File: src/rtl/div_pkg.sv
// Shared encodings and sizing for the sequential signed divider.
package div_pkg;
  localparam int DEF_WIDTH = 32;
  localparam int COUNT_W   = $clog2(DEF_WIDTH + 1);

  typedef logic [1:0] state_t;
  localparam state_t S_IDLE = 2'd0;
  localparam state_t S_ITER = 2'd1;
  localparam state_t S_FIX  = 2'd2;
endpackage

File: src/rtl/div_step.sv
// One restoring shift-subtract step on unsigned magnitudes.
module div_step #(
  parameter int WIDTH = 32
) (
  input  logic [WIDTH-1:0] R,
  input  logic [WIDTH-1:0] Q,
  input  logic [WIDTH-1:0] D,
  output logic [WIDTH-1:0] R_next,
  output logic [WIDTH-1:0] Q_next
);
  logic [WIDTH:0] sh;
  logic [WIDTH:0] t;

  always_comb begin
    sh = {R, Q[WIDTH-1]};
    t  = sh - {1'b0, D};
    if (!t[WIDTH]) begin
      R_next = t[WIDTH-1:0];
      Q_next = {Q[WIDTH-2:0], 1'b1};
    end else begin
      R_next = sh[WIDTH-1:0];
      Q_next = {Q[WIDTH-2:0], 1'b0};
    end
  end
endmodule

File: src/rtl/booth_divider.sv
// Sequential signed divider (truncating toward zero): one quotient bit per clock,
// signs applied in a final FIX cycle.
module booth_divider
  import div_pkg::*;
#(
  parameter int WIDTH = DEF_WIDTH
) (
  input  logic             clk,
  input  logic             rst,
  input  logic             start,
  input  logic [WIDTH-1:0] dividend,
  input  logic [WIDTH-1:0] divisor,
  output logic [WIDTH-1:0] quotient,
  output logic [WIDTH-1:0] remainder,
  output logic             busy,
  output logic             done,
  output logic             div_by_zero,
  output logic             overflow
);
  localparam int CW = $clog2(WIDTH + 1);
  localparam logic [WIDTH-1:0] INT_MIN = {1'b1, {(WIDTH-1){1'b0}}};

  state_t           state_q, state_d;
  logic [CW-1:0]    count_q, count_d;
  logic [WIDTH-1:0] r_q, r_d, qw_q, qw_d, d_q, d_d;
  logic             sq_q, sq_d, sr_q, sr_d, dbz_q, dbz_d, ovf_q, ovf_d;
  logic [WIDTH-1:0] quot_q, quot_d, rem_q, rem_d;
  logic             dbzo_q, dbzo_d, ovfo_q, ovfo_d, done_q, done_d;
  logic [WIDTH-1:0] r_nx, q_nx;

  div_step #(.WIDTH(WIDTH)) u_step (
    .R(r_q), .Q(qw_q), .D(d_q), .R_next(r_nx), .Q_next(q_nx)
  );

  always_comb begin
    state_d = state_q;
    count_d = count_q;
    r_d     = r_q;
    qw_d    = qw_q;
    d_d     = d_q;
    sq_d    = sq_q;
    sr_d    = sr_q;
    dbz_d   = dbz_q;
    ovf_d   = ovf_q;
    quot_d  = quot_q;
    rem_d   = rem_q;
    dbzo_d  = dbzo_q;
    ovfo_d  = ovfo_q;
    done_d  = 1'b0;
    case (state_q)
      S_IDLE: if (start) begin
        qw_d    = dividend[WIDTH-1] ? -dividend : dividend;
        d_d     = divisor[WIDTH-1] ? -divisor : divisor;
        r_d     = '0;
        sq_d    = dividend[WIDTH-1] ^ divisor[WIDTH-1];
        sr_d    = dividend[WIDTH-1];
        count_d = CW'(WIDTH);
        dbz_d   = (divisor == '0);
        ovf_d   = (dividend == INT_MIN) && (divisor == '1);
        state_d = (divisor == '0) ? S_FIX : S_ITER;
      end
      S_ITER: begin
        r_d     = r_nx;
        qw_d    = q_nx;
        count_d = count_q - CW'(1);
        if (count_q == CW'(1)) state_d = S_FIX;
      end
      S_FIX: begin
        // On divide-by-zero the working quotient still holds |dividend|,
        // so re-applying the dividend sign returns the dividend unchanged.
        quot_d  = dbz_q ? '1 : (sq_q ? -qw_q : qw_q);
        rem_d   = dbz_q ? (sr_q ? -qw_q : qw_q) : (sr_q ? -r_q : r_q);
        dbzo_d  = dbz_q;
        ovfo_d  = ovf_q;
        done_d  = 1'b1;
        state_d = S_IDLE;
      end
      default: state_d = S_IDLE;
    endcase
  end

  always_ff @(posedge clk or posedge rst) begin
    if (rst) begin
      state_q <= S_IDLE;
      count_q <= '0;
      r_q     <= '0;
      qw_q    <= '0;
      d_q     <= '0;
      sq_q    <= 1'b0;
      sr_q    <= 1'b0;
      dbz_q   <= 1'b0;
      ovf_q   <= 1'b0;
      quot_q  <= '0;
      rem_q   <= '0;
      dbzo_q  <= 1'b0;
      ovfo_q  <= 1'b0;
      done_q  <= 1'b0;
    end else begin
      state_q <= state_d;
      count_q <= count_d;
      r_q     <= r_d;
      qw_q    <= qw_d;
      d_q     <= d_d;
      sq_q    <= sq_d;
      sr_q    <= sr_d;
      dbz_q   <= dbz_d;
      ovf_q   <= ovf_d;
      quot_q  <= quot_d;
      rem_q   <= rem_d;
      dbzo_q  <= dbzo_d;
      ovfo_q  <= ovfo_d;
      done_q  <= done_d;
    end
  end

  assign quotient    = quot_q;
  assign remainder   = rem_q;
  assign busy        = (state_q != S_IDLE);
  assign done        = done_q;
  assign div_by_zero = dbzo_q;
  assign overflow    = ovfo_q;
endmodule

File: config.mk
export PLATFORM = sky130hd
export DESIGN_NAME = booth_divider
export DESIGN_NICKNAME = d
export VERILOG_FILES = /design/src/rtl/div_pkg.sv /design/src/rtl/div_step.sv /design/src/rtl/booth_divider.sv
export SDC_FILE = /design/constraint.sdc
export NUM_CORES = 1
export LEC_CHECK = 0
export BUFFER_PORTS_ARGS = -buffer_cell sky130_fd_sc_hd__clkbuf_2
export CORE_UTILIZATION = 39
export DETAILED_ROUTE_END_ITERATION = 10
export HOLD_SLACK_MARGIN = 0.08
export PLACE_DENSITY = 0.56
export RECOVER_POWER = 25
export SLEW_MARGIN = 20
export SYNTH_ARGS = -nofsm -noshare
export SYNTH_HDL_FRONTEND = slang
export SYNTH_SLANG_ARGS = --single-unit
File: constraint.sdc
create_clock -name clk -period 11.39 [get_ports clk]
set_clock_uncertainty 0.1 [all_clocks]
set_input_delay 2.278 -clock clk [delete_from_list [all_inputs] [get_ports clk]]
set_output_delay 2.278 -clock clk [all_outputs]
set_load 0.05 [all_outputs]
# After elaboration in Yosys (flattened, before gate mapping)
# Index checks and enable logic that the tools add are counted.
[totals]
register_bits = 175
inputBits = 67
out_inout_bits = 68
elab_cells = 56
[classes]
addsub = 6
n_eq_ne = 7
mux = 20
bitwise_logic = 1
n_reduce_logical = 8
[op_table]
columns = ["operator", "n"]
rows = [
  ["$mux 32", 10],
  ["$neg 32->32", 4],
  ["$pmux 32 s2", 2],
  ["$eq 32x32->1 const B", 2],
  ["$sub 33x32->33", 1],
  ["$logic_not 32->1", 1],
  ["$pmux 6 s2", 1],
  ["$eq 6x1->1 const B", 1],
  ["$mux 2", 3],
  ["$mux 6", 1],
  ["$reduce_and 2->1", 3],
  ["$sub 6x1->6 const B", 1],
  ["$ne 2x2->1 const B", 2],
  ["$pmux 2 s2", 1],
  ["$reduce_bool 2->1", 2],
  ["$eq 2x1->1 const B", 1],
  ["$eq 2x2->1 const B", 1],
  ["$logic_not 2->1", 1],
  ["$mux 1", 2],
  ["$logic_and 1x1->1", 1],
  ["$xor 1x1->1", 1],
]

# Longest topological paths before layout
[logic_depth]
word_depth = 4
depth_mapped = 13
mapped_depth_nobuf = 11

# By module
# From an unflattened synthesis, not the netlist that was laid out.
[unflattened]
cells_unflattened = 1517
hier_area_um2 = 12991.2
[modules_own_cells]
columns = ["module", "n_inst", "cells_each", "area_each_um2", "seq_area_each_um2"]
rows = [
  ["booth_divider", 1, 1181, 10400.0, 4379.2],
  ["div_step", 1, 336, 2591.2, 0.0],
]

# Worst setup path before layout
# Ideal clock, no wire load.
[synth_path]
kind = "input port to flip-flop"
from = "input dividend[16]"
to = "register qw_q[28]"
setup_ns = 0.083
arrival_time_ns = 4.212
t_required_ns = 11.207
path_slack_ns = 6.995
stages = 8
path_cell_list = "or3_1 or3_1 nor4_1 nand4_1 o31ai_1 xnor2_1 o22ai_1 o21ai_0"
[synth_between]
elab_chain_len = 4
[synth_lines]
columns = ["item", "line_no", "source"]
rows = [
  ["from (decl)", "booth_divider.sv:11", "input logic [WIDTH-1:0] dividend,"],
  ["$neg 32->32", "booth_divider.sv:52", "qw_d = dividend[WIDTH-1] ? -dividend : dividend;"],
  ["$mux 32", "booth_divider.sv:52", ""],
  ["$mux 32", "booth_divider.sv:51", "S_IDLE: if (start) begin"],
  ["$pmux 32 s2", "booth_divider.sv:50", "case (state_q)"],
  ["to (signal assigned)", "booth_divider.sv:102", "qw_q <= qw_d;"],
  ["to (decl)", "booth_divider.sv:25", "logic [WIDTH-1:0] r_q, r_d, qw_q, qw_d, d_q, d_d;"],
]
# Every way passes these cells. The select of a mux whose other input is x is not followed.
# A chain may end at the register's enable or synchronous reset.

==> results.md <==
* Outcome: complete, but fails checks
* Failing checks: DRC, capacitance limit, slew limit
* Initial core utilization at 0.399
* First-pass GRT wire length at 59.3 mm
* CP delay by family, top: buffers and inverters
* Relative slew margins at -2.11
* CTS root buffer: clkbuf_16
* Top post-synthesis cells by area: dfrtp_1, xor2_1, nand2_1
* Routed vias at 11100
* Syn Nets at 1605
* Multi-input gate area at 0.00727 mm2
* Number of synthesized flops with an enable pin at 0
* Number of fill cells at 3126
* Adder-Cell Fraction of Synth Area at 0.0414
* Layout Area Growth over Synthesis at 11.6%
* I/O pins at 135
* Antenna Nets Post-Route at 0
* DR pass1 iterations at 8
* Worst-Margin Slew at 4.64 ns
* Rows at 64
* DRC Markers at 28
* Drt via density at 5.67
* Die Width at 179 um
* Vias in the first global route at 10400
* Final nets at 1661
* Routability cong. at 0.894
* Worst vdd ir at 0.000146 V
* Num CTS Buffers at 17
* Post-synthesis compound-gate area fraction at 0.230
* Power Density at 358 mW/mm2
* CP bufs+invs at 3
* Synthesized flop and latch total at 175
* Max incr delay on CP at 2.57 ns
* Chip height at 179 um
* Worst-path cell chain: clkbuf_2 > clkinvlp_2 > buf_4
* DP HPWL at 27.8 mm
* Most used DFF post-synth: dfrtp_1
* Worst Hold Class: reg -> reg
* Register area at 0.00438 mm2
* Leak pwr at 0.00575 uW
* Die footprint at 0.0321 mm2
* Async set-reset flop share out of synthesis at 1.00
* Total negative slack at 0 ns
* Drt total wl at 37.2 mm
* Initial antenna violation count at 1
* R2R setup slack at 5.65 ns
* TritonCTS clock tree: done
* Clock Latency Late Sink at 0.44 ns
* Final setup violation count at 0
* Sequential share of the synthesized area at 0.357
* Final worst path period need at 5.91 ns
* Reg clk slew, reported paths at 0.07 ns
* Worst path required time at 11.61 ns
* Number of setup buffers added after CTS at 0
* Mapped Cells at 1498
* Top-area cell type share of the netlist area at 0.357
* Synth Cell Area at 0.0123 mm2
* Critical path class: in -> async
* Initial detailed-routing violation count at 1017
* Crit path max fanout at 103
* Total grt overflow at 0
* Post-Place Setup Slack at 6.29 ns
* Reg2reg path depth at 8
* Post-synthesis simple-gate area fraction at 0.187
* CP max stage cell: clkinvlp_2
* Final period util at 0.519
* Max_cap viols at 3
* Port-buffer cells at 134
* Hold depth at 2
* Largest net degree at the start of global routing at 104
* Crit start category: primary input
* Syn avg cell area at 8.18 um2
* CTS max path bufs at 2
* Hold-fix buffers, CTS at 0
* All-layer global routing usage at 0.240
* Count of cell types in the netlist at 70
* DR WL/cell at 18.9 um
* Yosys top cell by area: dfrtp_1
* Most frequent cells after synthesis: nand2_1, dfrtp_1, o21ai_0
* Clock H-tree levels at 4
* Unrepaired setup endpoints after global routing: false
* Core Region at 0.0307 mm2
* Final worst slack at 5.48 ns
* Total clock sinks at 175
* Slew Viols, Final at 202
* Share of layout cells above drive strength 1 at 0.130
* Warning count from the yosys run at 0
* Main combinational cell family by area after synthesis: compound AO/OA/AOI/OAI gates
* Peak Freq at 0.169 GHz
* CP Capture Type: asynchronous set/reset pin
* Post-CTS Resized at 0
* Crit path depth at 3
* Fin. Hold Viols at 0
* Antenna cells at 0
* Most numerous cell in the Yosys netlist: nand2_1
* Crit path DAT at 6.12 ns
* Mux cell area share after synthesis at 0.00755
* Synth Area in XOR/XNOR at 0.124
[metrics by stage]
stage	instances	total power [uW]	hold WS, ns	area (um2)	utilization
final	1963	4900	0.368	13700	0.445
after global routing	1963	5290	0.415	13700	0.445
after CTS	1963	4890	0.377	13700	0.445
after detailed placement	1931	4300	0.361	13100	0.427
after global placement	1931	4270	0.352	13100	0.427
after floorplan	1498	3470	0.339	12300	-
[flip-flops by register name, indices dropped and copies added (netlist names)]
| register | cells |
|---|---|
| remainder | 32 |
| count_q | 6 |
| sr_q | 1 |
| qw_q | 32 |
| done | 1 |
| quotient | 32 |
| state_q | 2 |
| d_q | 32 |
| r_q | 32 |
| div_by_zero | 1 |
| ovf_q | 1 |
| dbz_q | 1 |
| overflow | 1 |
| sq_q | 1 |
[final timing paths]
kind	startpoint	end
max	rst	sr_q
min	quotient[0]	quotient[0]
max reg2reg	state_q[0]	remainder[30]
min reg2reg	quotient[0]	quotient[0]
max in group clk	state_q[0]	remainder[30]
min in group asynchronous	rst	qw_q[13]
[area by class of cell]
| type | count | share of cell area |
|---|---|---|
| clock buffer | 19 | 0.0331 |
| clock inverter | 13 | 0.00769 |
| inverter | 57 | 0.0157 |
| multi-input combinational | 1156 | 0.531 |
| sequential | 175 | 0.321 |
| tap | 396 | 0.0362 |
| timing repair buffer | 147 | 0.0554 |
[metal layers]
metal | GRT usage | wire length [um] | part of all wire | vias to the layer above
met5 | 0 | 0 | 0 | -
met1 | 0.371 | 19000 | 0.51 | 5298
met2 | 0.348 | 15700 | 0.42 | 343
met3 | 0.0284 | 1900 | 0.051 | 27
met4 | 0.0609 | 568 | 0.015 | 0
li1 | - | - | - | 5459
[worst min-delay path, stage by stage, from the launching register on]
cell and delay (ns):
dfrtp_1 0.35, nand2_1 0.05, nand2_1 0.04
[placed cells by master (no fill, tap or decap), types with 5 or more instances in the layout]
cell type  count
dfrtp_1      173
clkbuf_2     134
o311ai_0      15
or3_1         26
and3_1        10
buf_4         10
inv_1         56
or4_1         14
o41ai_1       11
o21bai_1       5
nand2_1      221
a211oi_1       5
nor2b_1       10
o211ai_1      10
mux2i_1        7
a21o_1        11
ha_1          39
o31ai_1       40
o21ai_0      149
nor4_1        10
a22oi_1        6
and2_1         6
clkbuf_16     17
or2_2          5
xor2_1        94
nand4_1       15
nand3_1       46
a32oi_1       15
xnor2_1       78
nor2_1        59
a21oi_1       99
nand2b_1      17
o22ai_1       45
nor3_1        22
[report_power, final]
group | switching [uW] | leakage, uW | internal [uW]
registers | 436 | 0.00212 | 921
clock network | 278 | 0.000269 | 296
logic | 1940 | 0.00336 | 1030
[cell families after synthesis]
kind of cell,Yosys count
XOR/XNOR,173
flip-flops,175
multiplexers,8
AO/OA/AOI/OAI,452
AND/OR/NAND/NOR,483
adder cells (fa/ha/maj),40
buffers and inverters,167
(Power assumes the default switching activity.)
